$ cat src/rtl/reg_write_sched.sv
// Round-robin write scheduler: serialises each accepted word LSB byte first onto a
// shared byte bus and strobes the active-low enable of the target DFFE byte chip.
module reg_write_sched #(
    parameter int NUM_REQ    = 4,
    parameter int NUM_WORDS  = 8,
    parameter int WORD_BYTES = 4,
    parameter int ADDR_W     = 3,
    localparam int ID_W      = (NUM_REQ > 1) ? $clog2(NUM_REQ) : 1,
    localparam int WORD_W    = 8 * WORD_BYTES,
    localparam int CE_W      = NUM_WORDS * WORD_BYTES
) (
    input  logic                      CLK,
    input  logic                      RST,
    input  logic [NUM_REQ-1:0]        req_valid,
    input  logic [NUM_REQ*ADDR_W-1:0] req_addr,
    input  logic [NUM_REQ*WORD_W-1:0] req_data,
    output logic [NUM_REQ-1:0]        req_ready,
    output logic [7:0]                bus_d,
    output logic [CE_W-1:0]           ce_n,
    output logic                      busy,
    output logic [ID_W-1:0]           grant_id,
    output logic                      addr_err
);
    localparam int CNT_W = (WORD_BYTES > 1) ? $clog2(WORD_BYTES) : 1;

    typedef enum logic {IDLE, WRITE} state_t;

    state_t            state_q, state_d;
    logic [CNT_W-1:0]  cnt_q, cnt_d;
    logic [ID_W-1:0]   ptr_q, ptr_d;
    logic [ADDR_W-1:0] addr_q, addr_d;
    logic [WORD_W-1:0] data_q, data_d;
    logic [7:0]        bus_d_q, bus_d_d;
    logic [CE_W-1:0]   ce_n_q, ce_n_d;
    logic              busy_q, busy_d;
    logic [ID_W-1:0]   grant_id_q, grant_id_d;
    logic              addr_err_q, addr_err_d;

    logic              gnt_found;
    logic [ID_W-1:0]   gnt_idx;
    logic [ADDR_W-1:0] sel_addr;
    logic [WORD_W-1:0] sel_data;
    logic [7:0]        next_byte;

    // An out-of-range address decodes to no enable at all.
    function automatic logic [CE_W-1:0] ce_decode(input logic [ADDR_W-1:0] addr,
                                                  input logic [CNT_W-1:0]  idx);
        ce_decode = '1;
        for (int w = 0; w < NUM_WORDS; w++)
            for (int b = 0; b < WORD_BYTES; b++)
                if (addr == ADDR_W'(w) && idx == CNT_W'(b))
                    ce_decode[w*WORD_BYTES + b] = 1'b0;
    endfunction

    // First valid requester at or above ptr, else the lowest valid one (wrap).
    always_comb begin
        // NOTE: every variable gets a default before any branch, so no latch is inferred.
        gnt_found = 1'b0;
        gnt_idx   = '0;
        for (int r = 0; r < NUM_REQ; r++)
            if (!gnt_found && req_valid[r] && ID_W'(r) >= ptr_q) begin
                gnt_found = 1'b1;
                gnt_idx   = ID_W'(r);
            end
        for (int r = 0; r < NUM_REQ; r++)
            if (!gnt_found && req_valid[r]) begin
                gnt_found = 1'b1;
                gnt_idx   = ID_W'(r);
            end
        sel_addr = '0;
        sel_data = '0;
        for (int r = 0; r < NUM_REQ; r++)
            if (gnt_idx == ID_W'(r)) begin
                sel_addr = req_addr[r*ADDR_W +: ADDR_W];
                sel_data = req_data[r*WORD_W +: WORD_W];
            end
    end

    always_comb begin
        state_d    = state_q;
        cnt_d      = cnt_q;
        ptr_d      = ptr_q;
        addr_d     = addr_q;
        data_d     = data_q;
        bus_d_d    = bus_d_q;
        ce_n_d     = '1;
        busy_d     = 1'b0;
        grant_id_d = grant_id_q;
        addr_err_d = 1'b0;
        req_ready  = '0;
        next_byte  = '0;

        unique case (state_q)
            IDLE: begin
                if (gnt_found && !RST) begin
                    req_ready[gnt_idx] = 1'b1;
                    addr_d     = sel_addr;
                    data_d     = sel_data;
                    grant_id_d = gnt_idx;
                    ptr_d      = (gnt_idx == ID_W'(NUM_REQ-1)) ? '0 : gnt_idx + 1'b1;
                    cnt_d      = '0;
                    state_d    = WRITE;
                    busy_d     = 1'b1;
                    bus_d_d    = sel_data[7:0];
                    ce_n_d     = ce_decode(sel_addr, '0);
                    addr_err_d = (int'(sel_addr) >= NUM_WORDS);
                end
            end
            WRITE: begin
                if (cnt_q == CNT_W'(WORD_BYTES-1)) begin
                    state_d = IDLE;
                end else begin
                    cnt_d = cnt_q + 1'b1;
                    for (int b = 0; b < WORD_BYTES; b++)
                        if (cnt_d == CNT_W'(b))
                            next_byte = data_q[8*b +: 8];
                    busy_d  = 1'b1;
                    bus_d_d = next_byte;
                    ce_n_d  = ce_decode(addr_q, cnt_d);
                end
            end
            default: state_d = IDLE;
        endcase
    end

    always_ff @(posedge CLK) begin
        // NOTE: sequential state uses non-blocking assignments so every flop samples pre-edge values.
        if (RST) begin
            state_q    <= IDLE;
            cnt_q      <= '0;
            ptr_q      <= '0;
            bus_d_q    <= '0;
            ce_n_q     <= '1;
            busy_q     <= 1'b0;
            grant_id_q <= '0;
            addr_err_q <= 1'b0;
        end else begin
            state_q    <= state_d;
            cnt_q      <= cnt_d;
            ptr_q      <= ptr_d;
            bus_d_q    <= bus_d_d;
            ce_n_q     <= ce_n_d;
            busy_q     <= busy_d;
            grant_id_q <= grant_id_d;
            addr_err_q <= addr_err_d;
        end
    end

    // NOTE: the word holding registers are only read in WRITE after being loaded, so they carry no reset.
    always_ff @(posedge CLK) begin
        addr_q <= addr_d;
        data_q <= data_d;
    end

    assign bus_d    = bus_d_q;
    assign ce_n     = ce_n_q;
    assign busy     = busy_q;
    assign grant_id = grant_id_q;
    assign addr_err = addr_err_q;

endmodule

$ cat config.mk
export PLATFORM = sky130hd
export DESIGN_NAME = reg_write_sched
export DESIGN_NICKNAME = d
export VERILOG_FILES = /design/src/rtl/reg_write_sched.sv
export SDC_FILE = /design/constraint.sdc
export NUM_CORES = 1
export LEC_CHECK = 0
export CORE_MARGIN = 8
export CORE_UTILIZATION = 40
export DETAILED_ROUTE_END_ITERATION = 8
export DONT_BUFFER_PORTS = 1
export PLACE_DENSITY = 0.62
export SKIP_CTS_REPAIR_TIMING = 1
export SLEW_MARGIN = 25
export SYNTH_ARGS = -nofsm -noshare
export SYNTH_HDL_FRONTEND = slang
export SYNTH_SLANG_ARGS = --single-unit
$ cat constraint.sdc
create_clock -name CLK -period 3.45 [get_ports CLK]
set_input_delay 0.69 -clock CLK [delete_from_list [all_inputs] [get_ports CLK]]
set_output_delay 0.69 -clock CLK [all_outputs]
set_load 0.005 [all_outputs]
# After elaboration in Yosys (flattened, before gate mapping)
# Cells that the tools add are included.
dict set report totals {
  register_bits 82
  latchBits 0
  mem_bits_rw 0
  romBits 0
  input_bits 146
  out_inout_bits 48
  wordCells 183
  n_memories 0
}
dict set report classes {
  n_addsub 2
  multipliers 0
  div 0
  magnitude_cmp 6
  eq_ne 23
  shifts 0
  mux 84
  n_bitwise 1
  n_reduce_logical 59
}
# op count
set op_table {}
lappend op_table {{$mux 32} 5}
lappend op_table {{$pmux 32 s2} 1}
lappend op_table {{$mux 1} 52}
lappend op_table {{$mux 8} 6}
lappend op_table {{$logic_and 1x1->1} 45}
lappend op_table {{$mux 29} 1}
lappend op_table {{$eq 3x3->1 const B} 8}
lappend op_table {{$mux 2} 9}
lappend op_table {{$pmux 8 s2} 1}
lappend op_table {{$eq 3x2->1 const B} 4}
lappend op_table {{$mux 3} 4}
lappend op_table {{$eq 2x2->1 const B} 5}
lappend op_table {{$logic_not 1->1} 8}
lappend op_table {{$mux 4} 2}
lappend op_table {{$eq 3x1->1 const B} 2}
lappend op_table {{$logic_not 3->1} 2}
lappend op_table {{$add 2x1->2 const B} 2}
lappend op_table {{$eq 2x1->1 const B} 2}
lappend op_table {{$ge 1x2->1 const A} 2}
lappend op_table {{$ge 2x2->1 const A} 2}
lappend op_table {{$logic_not 2->1} 2}
lappend op_table {{$ne 2x2->1 const B} 2}
lappend op_table {{$pmux 2 s2} 1}
lappend op_table {{$reduce_and 2->1} 2}
lappend op_table {{other kinds (5)} 5}

# Depth between registers and ports, before layout
dict set report depth {
  word_depth 36
  mapped_depth 12
  ltp_nobuf 10
}

# Least setup slack after synthesis
# OpenSTA, ideal clock, no wires.
dict set report synth_path {
  path_type {input port to output port}
  startpoint {in req_valid[3]}
  endpoint {out req_ready[3]}
  arrival_ns 2.390
  required_time_ns 2.760
  path_slack_ns 0.370
  cell_stages 9
  n_path_buf 3
  cell_sequence {inv_1 a22o_1 a211o_1 inv_1 ha_1 clkbuf_1 clkbuf_1 clkbuf_1 and2_1}
}
dict set report synth_via {
  elab_chain_cells 21
  elab_cells_between_ends 28
  cone_classes {order compare (2); mux (14); reduce/logical (12)}
}
# element line_no
set synth_lines {}
lappend synth_lines {{from (decl)} 14} ;# input logic [NUM_REQ-1:0] req_valid,
lappend synth_lines {{$logic_and 1x1->1 (2 in a row)} 61} ;# if (!gnt_found && req_valid[r] && ID_W'(r) >= ptr_q) begin
lappend synth_lines {{$mux 1} 61}
lappend synth_lines {{$logic_not 1->1} 66} ;# if (!gnt_found && req_valid[r]) begin
lappend synth_lines {{$logic_and 1x1->1} 66}
lappend synth_lines {{$mux 1} 66}
lappend synth_lines {{$logic_not 1->1} 66}
lappend synth_lines {{$logic_and 1x1->1} 66}
lappend synth_lines {{$mux 1} 66}
lappend synth_lines {{[... 5 more ...]} n/a}
lappend synth_lines {{$mux 2 (*)} 66}
lappend synth_lines {{via gnt_idx[0]} 40} ;# logic [ID_W-1:0] gnt_idx;
lappend synth_lines {{$lt 2x3->1 (implied by the code) / $ge 2x1->1 (equally long branches)} 96} ;# req_ready[gnt_idx] = 1'b1;
lappend synth_lines {{$logic_and 1x1->1 (implied by the code)} 96}
lappend synth_lines {{$mux 1 (implied by the code)} 96}
lappend synth_lines {{$demux 1 s2 (*)} 96}
lappend synth_lines {{$mux 4 (*)} 95} ;# if (gnt_found && !RST) begin
lappend synth_lines {{$mux 4 (*)} 93} ;# unique case (state_q)
lappend synth_lines {{to (decl)} 17} ;# output logic [NUM_REQ-1:0] req_ready,
# Mark *: on every way through the listed nets, which the timed path passes. The rest lies on a longest branch.

# Worst setup path in the final report
dict set report layout_path {
  startpoint {reg ptr_q[1]}
  endpoint {out req_ready[2]}
}
dict set report layout_via {
  elab_chain_cells 33
  elab_cells_between_ends 45
  cone_classes {order compare (6); mux (19); reduce/logical (20)}
}
# element line_no
set layout_lines {}
lappend layout_lines {{from (decl)} 30} ;# logic [ID_W-1:0] ptr_q, ptr_d;
lappend layout_lines {{from (signal assigned)} 140} ;# ptr_q <= ptr_d;
lappend layout_lines {{$ge 1x2->1} 61}
lappend layout_lines {{$logic_and 1x1->1} 61}
lappend layout_lines {{$mux 1} 61}
lappend layout_lines {{$logic_not 1->1} 61}
lappend layout_lines {{$logic_and 1x1->1 (2 in a row)} 61}
lappend layout_lines {{$mux 1} 61}
lappend layout_lines {{$logic_not 1->1} 61}
lappend layout_lines {{$logic_and 1x1->1 (2 in a row)} 61}
lappend layout_lines {{[... 16 more ...]} n/a}
lappend layout_lines {{$mux 2 (*)} 66}
lappend layout_lines {{via gnt_idx[1]} 40}
lappend layout_lines {{$lt 2x3->1 (implied by the code) / $ge 2x1->1 (equally long branches)} 96}
lappend layout_lines {{$logic_and 1x1->1 (implied by the code)} 96}
lappend layout_lines {{$mux 1 (implied by the code)} 96}
lappend layout_lines {{$demux 1 s2 (*)} 96}
lappend layout_lines {{$mux 4 (*)} 95}
lappend layout_lines {{$mux 4 (*)} 93}
# Marked as above.

==> impl_metrics.py <==
metrics = {
    "logic_synthesis": {
        "synth.cell_area_um2": 4170,
        "synth_edf_count": 35,
        "synth_area_leaders": "edfxtp_1 25%, dfxtp_1 23%, a221oi_1 7.6%",
        "yosysWarnings": 0,
        "ys.flop_type": "dfxtp_1",
        "yosysSeqAreaShare": 0.477,
        "synth_nets": 569,
        "synth_cell_type_count": 46,
        "ys_seq_elements": 82,
        "synth_top_cell_by_area": "edfxtp_1",
        "netlist_instances": 414,
        "ys_async_sr_fraction": 0,
        "syn_area_per_cell_um2": 10.1,
        "netlist.area_leader.share": 0.252,
    },
    "placement": {
        "dpl_cell_area_um2": 4240,
        "dp_hpwl_um": 9670,
        "place_congestion": 0.759,
        "io_buffer_count": 0,
    },
    "clocking": {
        "numCtsBuffers": 9,
        "clkTransAtPathRegs_ns": 0.09,
        "h-tree-depth": 3,
        "clock_latency_ns": 0.36,
        "cts_root_buf": "clkbuf_8",
        "cts_tree": "done",
        "cts.sinks": 82,
        "clk_path_buf_depth": 2,
    },
    "worst_setup_path": {
        "reg2regPathDepth": 9,
        "cp.required_ns": 2.76,
        "crit_fanout": 37,
        "crit_path_start_kind": "flop",
        "critPathCapture": "req_ready[2]",
        "reg2reg_slack_ns": 0.70,
        "r2r_start": "ptr_q[1]",
        "worstSetupPathType": "flop to output port",
        "r2r_end": "bus_d[5]",
        "startpoint": "ptr_q[1]",
        "arrival_ns": 2.30,
        "end_kind": "output port",
    },
    "cells_and_area": {
        "n_antenna_cell": 0,
        "area_growth_pct": 5.91,
        "final_area_um2": 4420,
        "layout_common_cells": "66 x nand2_1, 47 x dfxtp_1, 40 x nor2b_1",
        "final_common_cell": "nand2_1",
        "nets": 550,
        "fillers": 974,
        "seqCellArea_um2": 1990,
        "final_layout_size_suffix_gt1_frac": 0.100,
        "multi_input_area_um2": 1960,
    },
    "drt": {
        "drtIter0Drc": 212,
        "antenna_left": 0,
        "num_vias": 3224,
        "avgViaCountPerCell": 6.01,
        "drc": 0,
        "wirelength_um": 12200,
        "drtPass1Iterations": 5,
        "wl_per_cell_um": 22.7,
    },
    "floorplan": {
        "die_w_um": 118,
        "initial_core_util": 0.408,
        "die_area_um2": 14000,
        "ios": 194,
        "rows": 37,
        "die_h_um": 118,
        "coreArea_um2": 10200,
    },
    "sta": {
        "hold_violations": 0,
        "period_needed_ns": 2.99,
        "setup_tns_ns": 0,
        "maxSlewHeadroom": 0.508,
        "fin_crit_sh": 0.867,
        "tightest_slew_ns": 0.737,
        "drv_slew": 0,
        "grt_setup_unrepaired": "false",
        "timing.fmax_mhz": 334,
        "skew_ns": 0.0104,
        "final-setup-viol-count": 0,
    },
    "run": {
        "drv_cap": 0,
    },
    "power_and_ir_drop": {
        "power_density_nw_per_um2": 515,
        "total_leakage_power_nw": 1.45,
        "vdd_ir_drop_max_mv": 0.260,
    },
    "worst_hold_path": {
        "min_path_type": "input pin to flop",
        "hp-start": "RST",
    },
    "global_routing": {
        "grt_usage": 0.167,
        "grt_max_degree": 38,
        "overflow": 0,
        "first_global_vias": 3325,
        "grt_pass1_wl_um": 18200,
        "antenna_found_initial": 0,
    },
    "status": {
        "status": "finished clean",
    },
}
==> layer usage <==
metal,vias up,wire (um),GRT usage
met3,20,981,0.0681
met5,-,0,0
met4,0,335,0.0761
met2,148,6150,0.290
li1,1533,-,-
met1,1523,4710,0.175
==> critical path, cell delays in order (launching register included) <==
cell	delay [ns]
dfxtp_1	0.37
a21oi_1	0.14
o21ai_0	0.08
a2bb2o_1	0.35
inv_1	0.11
ha_2	0.65
and2_1	0.25
==> through the flow <==
stage	hold slack (ns)	worst slack [ns]	utilization	std cells	total power [mW]
after floorplan	0.450	0.370	-	414	1.54
final	0.392	0.459	0.432	536	2.28
after CTS	0.368	0.447	0.432	536	2.31
after global routing	0.369	0.309	0.432	536	2.40
after detailed placement	0.475	0.274	0.414	520	1.66
after global placement	0.471	0.370	0.414	520	1.65
==> cell families (layout without fill, tap and decap cells) <==
family / count (synthesis) / count (layout) / share of synthesized area
buffers and inverters: 51 / 37 / 0.0567
adders and majority gates: 9 / 9 / 0.0270
DFF: 82 / 82 / 0.477
other: 1 / 1 / 0.000898
muxes: 2 / 2 / 0.00480
and+or+nand+nor: 139 / 139 / 0.170
AOI/OAI and AO/OA: 130 / 130 / 0.263
==> worst min-delay path by stage <==
stage | endpoint | depth (start not counted)
5_1_grt | grant_id[0] | 1
3_3_place_gp | grant_id[0] | 2
4_1_cts | grant_id[0] | 1
2_1_floorplan | grant_id[0] | 2
6_report | grant_id[0] | 1
3_5_place_dp | grant_id[0] | 2
==> sequential cells by signal (all words and copies together), names as in the netlist <==
register,cells
ce_n,32
data_q,32
bus_d,8
addr_q,3
cnt_q,2
grant_id,2
ptr_q,2
busy,1
==> Yosys cell counts, types with 2 or more instances <==
cell	count
nand2_1	66
dfxtp_1	47
nor2b_1	40
a221oi_1	36
edfxtp_1	35
o31ai_1	32
clkbuf_1	23
a21oi_1	9
and2_1	9
buf_2	9
ha_1	9
inv_1	9
a31oi_1	8
a32o_1	8
o311ai_1	8
o311ai_0	7
a221oi_2	4
buf_6	4
inv_2	4
nand2b_1	4
nor2_1	4
a221o_1	3
nor3_1	3
nor3b_1	3
o21ai_0	3
a211o_1	2
a211oi_1	2
a22o_1	2
a22oi_4	2
and3b_1	2
mux2i_1	2
==> area by class of cell <==
class | instances | share of cell area
clock buffers | 9 | 0.0280
clock inverters | 7 | 0.0130
inverters | 13 | 0.0110
multi-input cells | 281 | 0.442
flip-flops and latches | 82 | 0.451
well taps | 136 | 0.0385
repair buffers | 8 | 0.0164
==> power by group <==
group	total (mW)	switching, mW	internal, mW
registers	1.16	0.0472	1.11
logic	0.475	0.277	0.199
clock network	0.646	0.372	0.273
total	2.28	0.696	1.58
No activity file was read; power rests on OpenSTA's default activity.
==> RTL edit 1: new RTL, same settings <==
`NUM_REQ`: 4 -> 8.
--- a/src/rtl/reg_write_sched.sv
+++ b/src/rtl/reg_write_sched.sv
@@ -2,5 +2,5 @@
 // shared byte bus and strobes the active-low enable of the target DFFE byte chip.
 module reg_write_sched #(
-    parameter int NUM_REQ    = 4,
+    parameter int NUM_REQ    = 8,
     parameter int NUM_WORDS  = 8,
     parameter int WORD_BYTES = 4,
Ports: changed (5 resized); port bits go from 194 to 343. No check against the original RTL was run, so the function may have changed too.
==> RTL edit 1 against the unedited design <==
The run now ends with DRC left; routed wire length grew 110%; global-route usage increased by 9.3 points; design area rose by 55%; area after synthesis is 35% higher; first-iteration DRC count rose to 4.0 times the old value; worst hold slack improved by 0.032 ns; power is 77% higher; sequential cell count rose by 2; core utilization grew 6.2 points; register-to-register slack got worse by 0.63 ns; setup slack lost 0.44 ns; sequential share of layout area shrank 15 points; critical endpoint is now data_q[30]; largest cell class is now multi-input gates; largest power group is now combinational cells; highest routed layer is now met5.
==> RTL edit 1: results (changes against the unedited design) <==
| Metric | Value |
|---|---|
| Delay-heaviest family, CP | simple AND/OR/NAND/NOR gates |
| First-pass GRT wire length | 36300 um (+99%) |
| Vias in the first global route | 5836 (+76%) |
| Type of the most critical hold path | primary input to flop |
| Failing checks | DRC |
| R2R Setup Slk | 0.07 ns (-0.63 ns) |
| Largest net degree at the start of global routing | 36 (-5.3%) |
| Drt initial violations | 840 (+300%) |
| PortBufs | 0 (unchanged) |
| WHS | 0.424 ns (+0.0321 ns) |
| Slowest-stage cell, CP | a221oi_2 |
| VDD IR max | 0.237 mV (-8.6%) |
| Antenna diodes | 0 (unchanged) |
| Mapped Nets | 1009 (+77%) |
| Clk slew on worst S/H paths | 0.07 ns (-0.02 ns) |
| CTS Buf Count | 9 (unchanged) |
| Clk root buf | clkbuf_16 |
| DP Area | 0.00639 mm^2 (+51%) |
| Critical Path Fanout Max | 24 (-35%) |
| Gate Count Post-Synth | 708 (+71%) |
| Top cells by count, synth | nor2_1, nand2_1, a21oi_1, dfxtp_1, clkbuf_1 |
| Router iterations before antenna repair | 9 (+4) |
| Clk buf depth | 2 (unchanged) |
| # DRC | 50 (+50) |
| GPL Wtd Cong | 1.00 (+32%) |
| Post-synth cell types | 59 (+28%) |
| Synth top area cells | edfxtp_1, dfxtp_1, nor2_1 |
| Post-synth EDFFs | 35 (unchanged) |
| Skew final | 0.00640 ns (-0.00396 ns) |
| P_leak | 2.46 nW (+69%) |
| Slew margin rel. | 49.8% (-0.99 points) |
| Critical path arrival | 3.50 ns (+1.20 ns) |
| Register area share after synthesis | 36.1% (-12 points) |
| Ys flop type | dfxtp_1 |
| Asr flop ratio synth | 0% (unchanged) |
| Via count | 6080 (+89%) |
| Initial antenna violation count | 1 (+1) |
| Worst stage delay on the critical path | 0.40 ns (-0.25 ns) |
| Overall Global Routing Usage | 26.0% (+9.3 points) |
| Final Critical Period | 3.43 ns (+0.443 ns) |
| Worst-Skew Late Latency | 0.34 ns (-0.02 ns) |
| H-tree depth | 3 (unchanged) |
| Fill cells | 1297 (+33%) |
| YS warnings | 0 (unchanged) |
| DP Wirelength | 20800 um (+120%) |
| MaxCap Viol Count | 0 (unchanged) |
| Layout cells sized above 1 | 19.9% (+9.9 points) |
| Placed cells | 894 (+72%) |
| Routed len/inst | 27.7 um (+22%) |
| Vias per std cell | 6.62 (+10%) |
| Outcome | finished, violations left |
| Worst Setup Slack post-DPL | -0.492 ns (-0.765 ns) |
-- RTL edit 1: changes by cell type after synthesis, moves of 10 or more --
cell      change
a21oi_1      +49
o31ai_1      -32
a222oi_1     +24
nor3_1       +10
a22oi_1      +42
clkbuf_1     +25
nand2_1      +16
o21ai_0      +42
o211ai_1     +17
nor2b_1      -32
nor2_1      +102
-- RTL edit 1: logic make-up after synthesis --
group	after synthesis	share of synthesized area, %
buf+inv	82	6.22
other cells	1	0.0666
flops	84	36.1
simple gates	246	19.0
mux	3	0.533
compound gates	281	35.6
fa+ha+maj	11	2.44
-- RTL edit 1: per-layer routing --
layer,GRT usage [%],vias to the layer above,part of all wire [%]
met5,0,-,0.027
met4,7.92,2,2.3
met3,6.91,47,10
met2,41.4,420,47
met1,33.6,2877,40
li1,-,2734,-
-- RTL edit 1: final cells by class --
cell class	instances	area, um^2	share of cell area (%)
repair buffers	80	774	11.3
clock buffers	9	225	3.29
multi-input cells	543	3470	50.7
inverters	15	61.3	0.897
flip-flops and latches	84	2030	29.7
well taps	180	225	3.29
clock inverters	7	50.0	0.732
-- RTL edit 1: path summary, 6_finish.rpt --
path | start | end | depth (start not counted)
worst max-delay path | req_valid[3] | data_q[30] | 13
worst min-delay path | RST | ptr_q[0] | 1
worst max register to register | ptr_q[1] | data_q[5] | 14
worst min register to register | grant_id[2] | grant_id[2] | 2
-- RTL edit 1: report_power, final --
part / switching [mW] / total [mW] / internal (mW)
Sequential: 0.0965 / 1.33 / 1.23
Clock: 0.395 / 0.885 / 0.490
Combinational: 1.03 / 1.82 / 0.785
==> RTL edit 2: new RTL, same settings <==
Made on the original files. Reset style: asynchronous (`RST`), changed in one clocked block.
--- a/src/rtl/reg_write_sched.sv
+++ b/src/rtl/reg_write_sched.sv
@@ -124,5 +124,5 @@
     end
 
-    always_ff @(posedge CLK) begin
+    always_ff @(posedge CLK or posedge RST) begin
         // NOTE: sequential state uses non-blocking assignments so every flop samples pre-edge values.
         if (RST) begin
Function: differs if RST is asserted again (counterexample within 4 cycles, from zero or initial values and one cycle with RST high); with RST held inactive, the same outputs for 10 cycles.
==> RTL edit 2 against the unedited design <==
Clock skew fell by 0.0010 ns; sequential cell count stayed put; core utilization up 0.23 points; design area is 0.54% higher; die area grew 0.19%; first-iteration DRC count up 12%; setup slack worse by 0.0024 ns; synthesized cell count down 5.6%; area after synthesis grew 0.21%; routed wire length fell by 1.2%; non-clock buffer count down 3; cell count fell by 4.1%; critical path type unchanged; critical endpoint unchanged; highest routed layer unchanged.
Power is not compared: it rests on default switching activity, and its combinational part moved more than twofold at a synthesized area within 25%.
==> RTL edit 2: results (changes against the unedited design) <==
| Metric | Value |
|---|---|
| Mapped Nets | 546 (-4.0%) |
| Setup crit start | ptr_q[1] |
| Slew margin rel. | 46.6% (-4.2 points) |
| Fin nets | 527 (-4.2%) |
| Final Critical Period | 2.99 ns (+0.00242 ns) |
| Adder-cell share of the synthesized area | 2.69% (-0.0056 points) |
| Vias per std cell | 6.03 (+0.17%) |
| Skew final | 0.00932 ns (-0.00104 ns) |
| Register area share after synthesis | 54.2% (+6.5 points) |
| Post-Route WL | 12000 um (-1.2%) |
| Worst Setup Slack post-DPL | 0.616 ns (+0.342 ns) |
| Synth Area in Compound Gates | 22.4% (-3.9 points) |
| Router iterations before antenna repair | 4 (-1) |
| Outcome | complete, no violations |
| Initial antenna violation count | 1 (+1) |
| Ys flop type | edfxtp_1 |
| Asr flop ratio synth | 57.3% (+57 points) |
| Layout cells sized above 1 | 17.0% (+7.0 points) |
| Drt initial violations | 237 (+12%) |
| Critical Path Fanout Max | 49 (+32%) |
| Routed len/inst | 23.4 um (+3.1%) |
| FF-to-FF path depth | 10 (+1) |
| DP Area | 0.00425 mm^2 (+0.27%) |
| Type of the most critical hold path | primary input to asynchronous set/reset pin |
| Met2 wire length | 5820 um (-5.3%) |
| First-pass GRT wire length | 18600 um (+2.2%) |
| WHS | 0.324 ns (-0.0673 ns) |
| Slowest-stage cell, CP | dfrtp_1 |
| Worst stage delay on the critical path | 0.44 ns (-0.21 ns) |
RTL edit 2: metal layers:
layer,up-vias,track usage (%)
li1,1434,-
met1,1480,19.1
met2,163,28.1
met3,20,6.38
met4,0,6.65
met5,-,0
RTL edit 2: cells by family after synthesis:
| group | count (synthesis) |
|---|---|
| AO/OA/AOI/OAI | 120 |
| multiplexers | 2 |
| other | 1 |
| AND/OR/NAND/NOR | 132 |
| flip-flops | 82 |
| buffers and inverters | 45 |
| adder cells (fa/ha/maj) | 9 |
RTL edit 2: cell type report:
| cell class | instances | area [um^2] |
|---|---|---|
| clock buffer | 9 | 124 |
| sequential | 82 | 2270 |
| antenna | 1 | 2.50 |
| multi-input combinational | 264 | 1730 |
| clock inverter | 7 | 66.3 |
| tap | 136 | 170 |
| fill | 962 | 5790 |
| inverter | 10 | 38.8 |
| timing repair buffer | 5 | 50.0 |
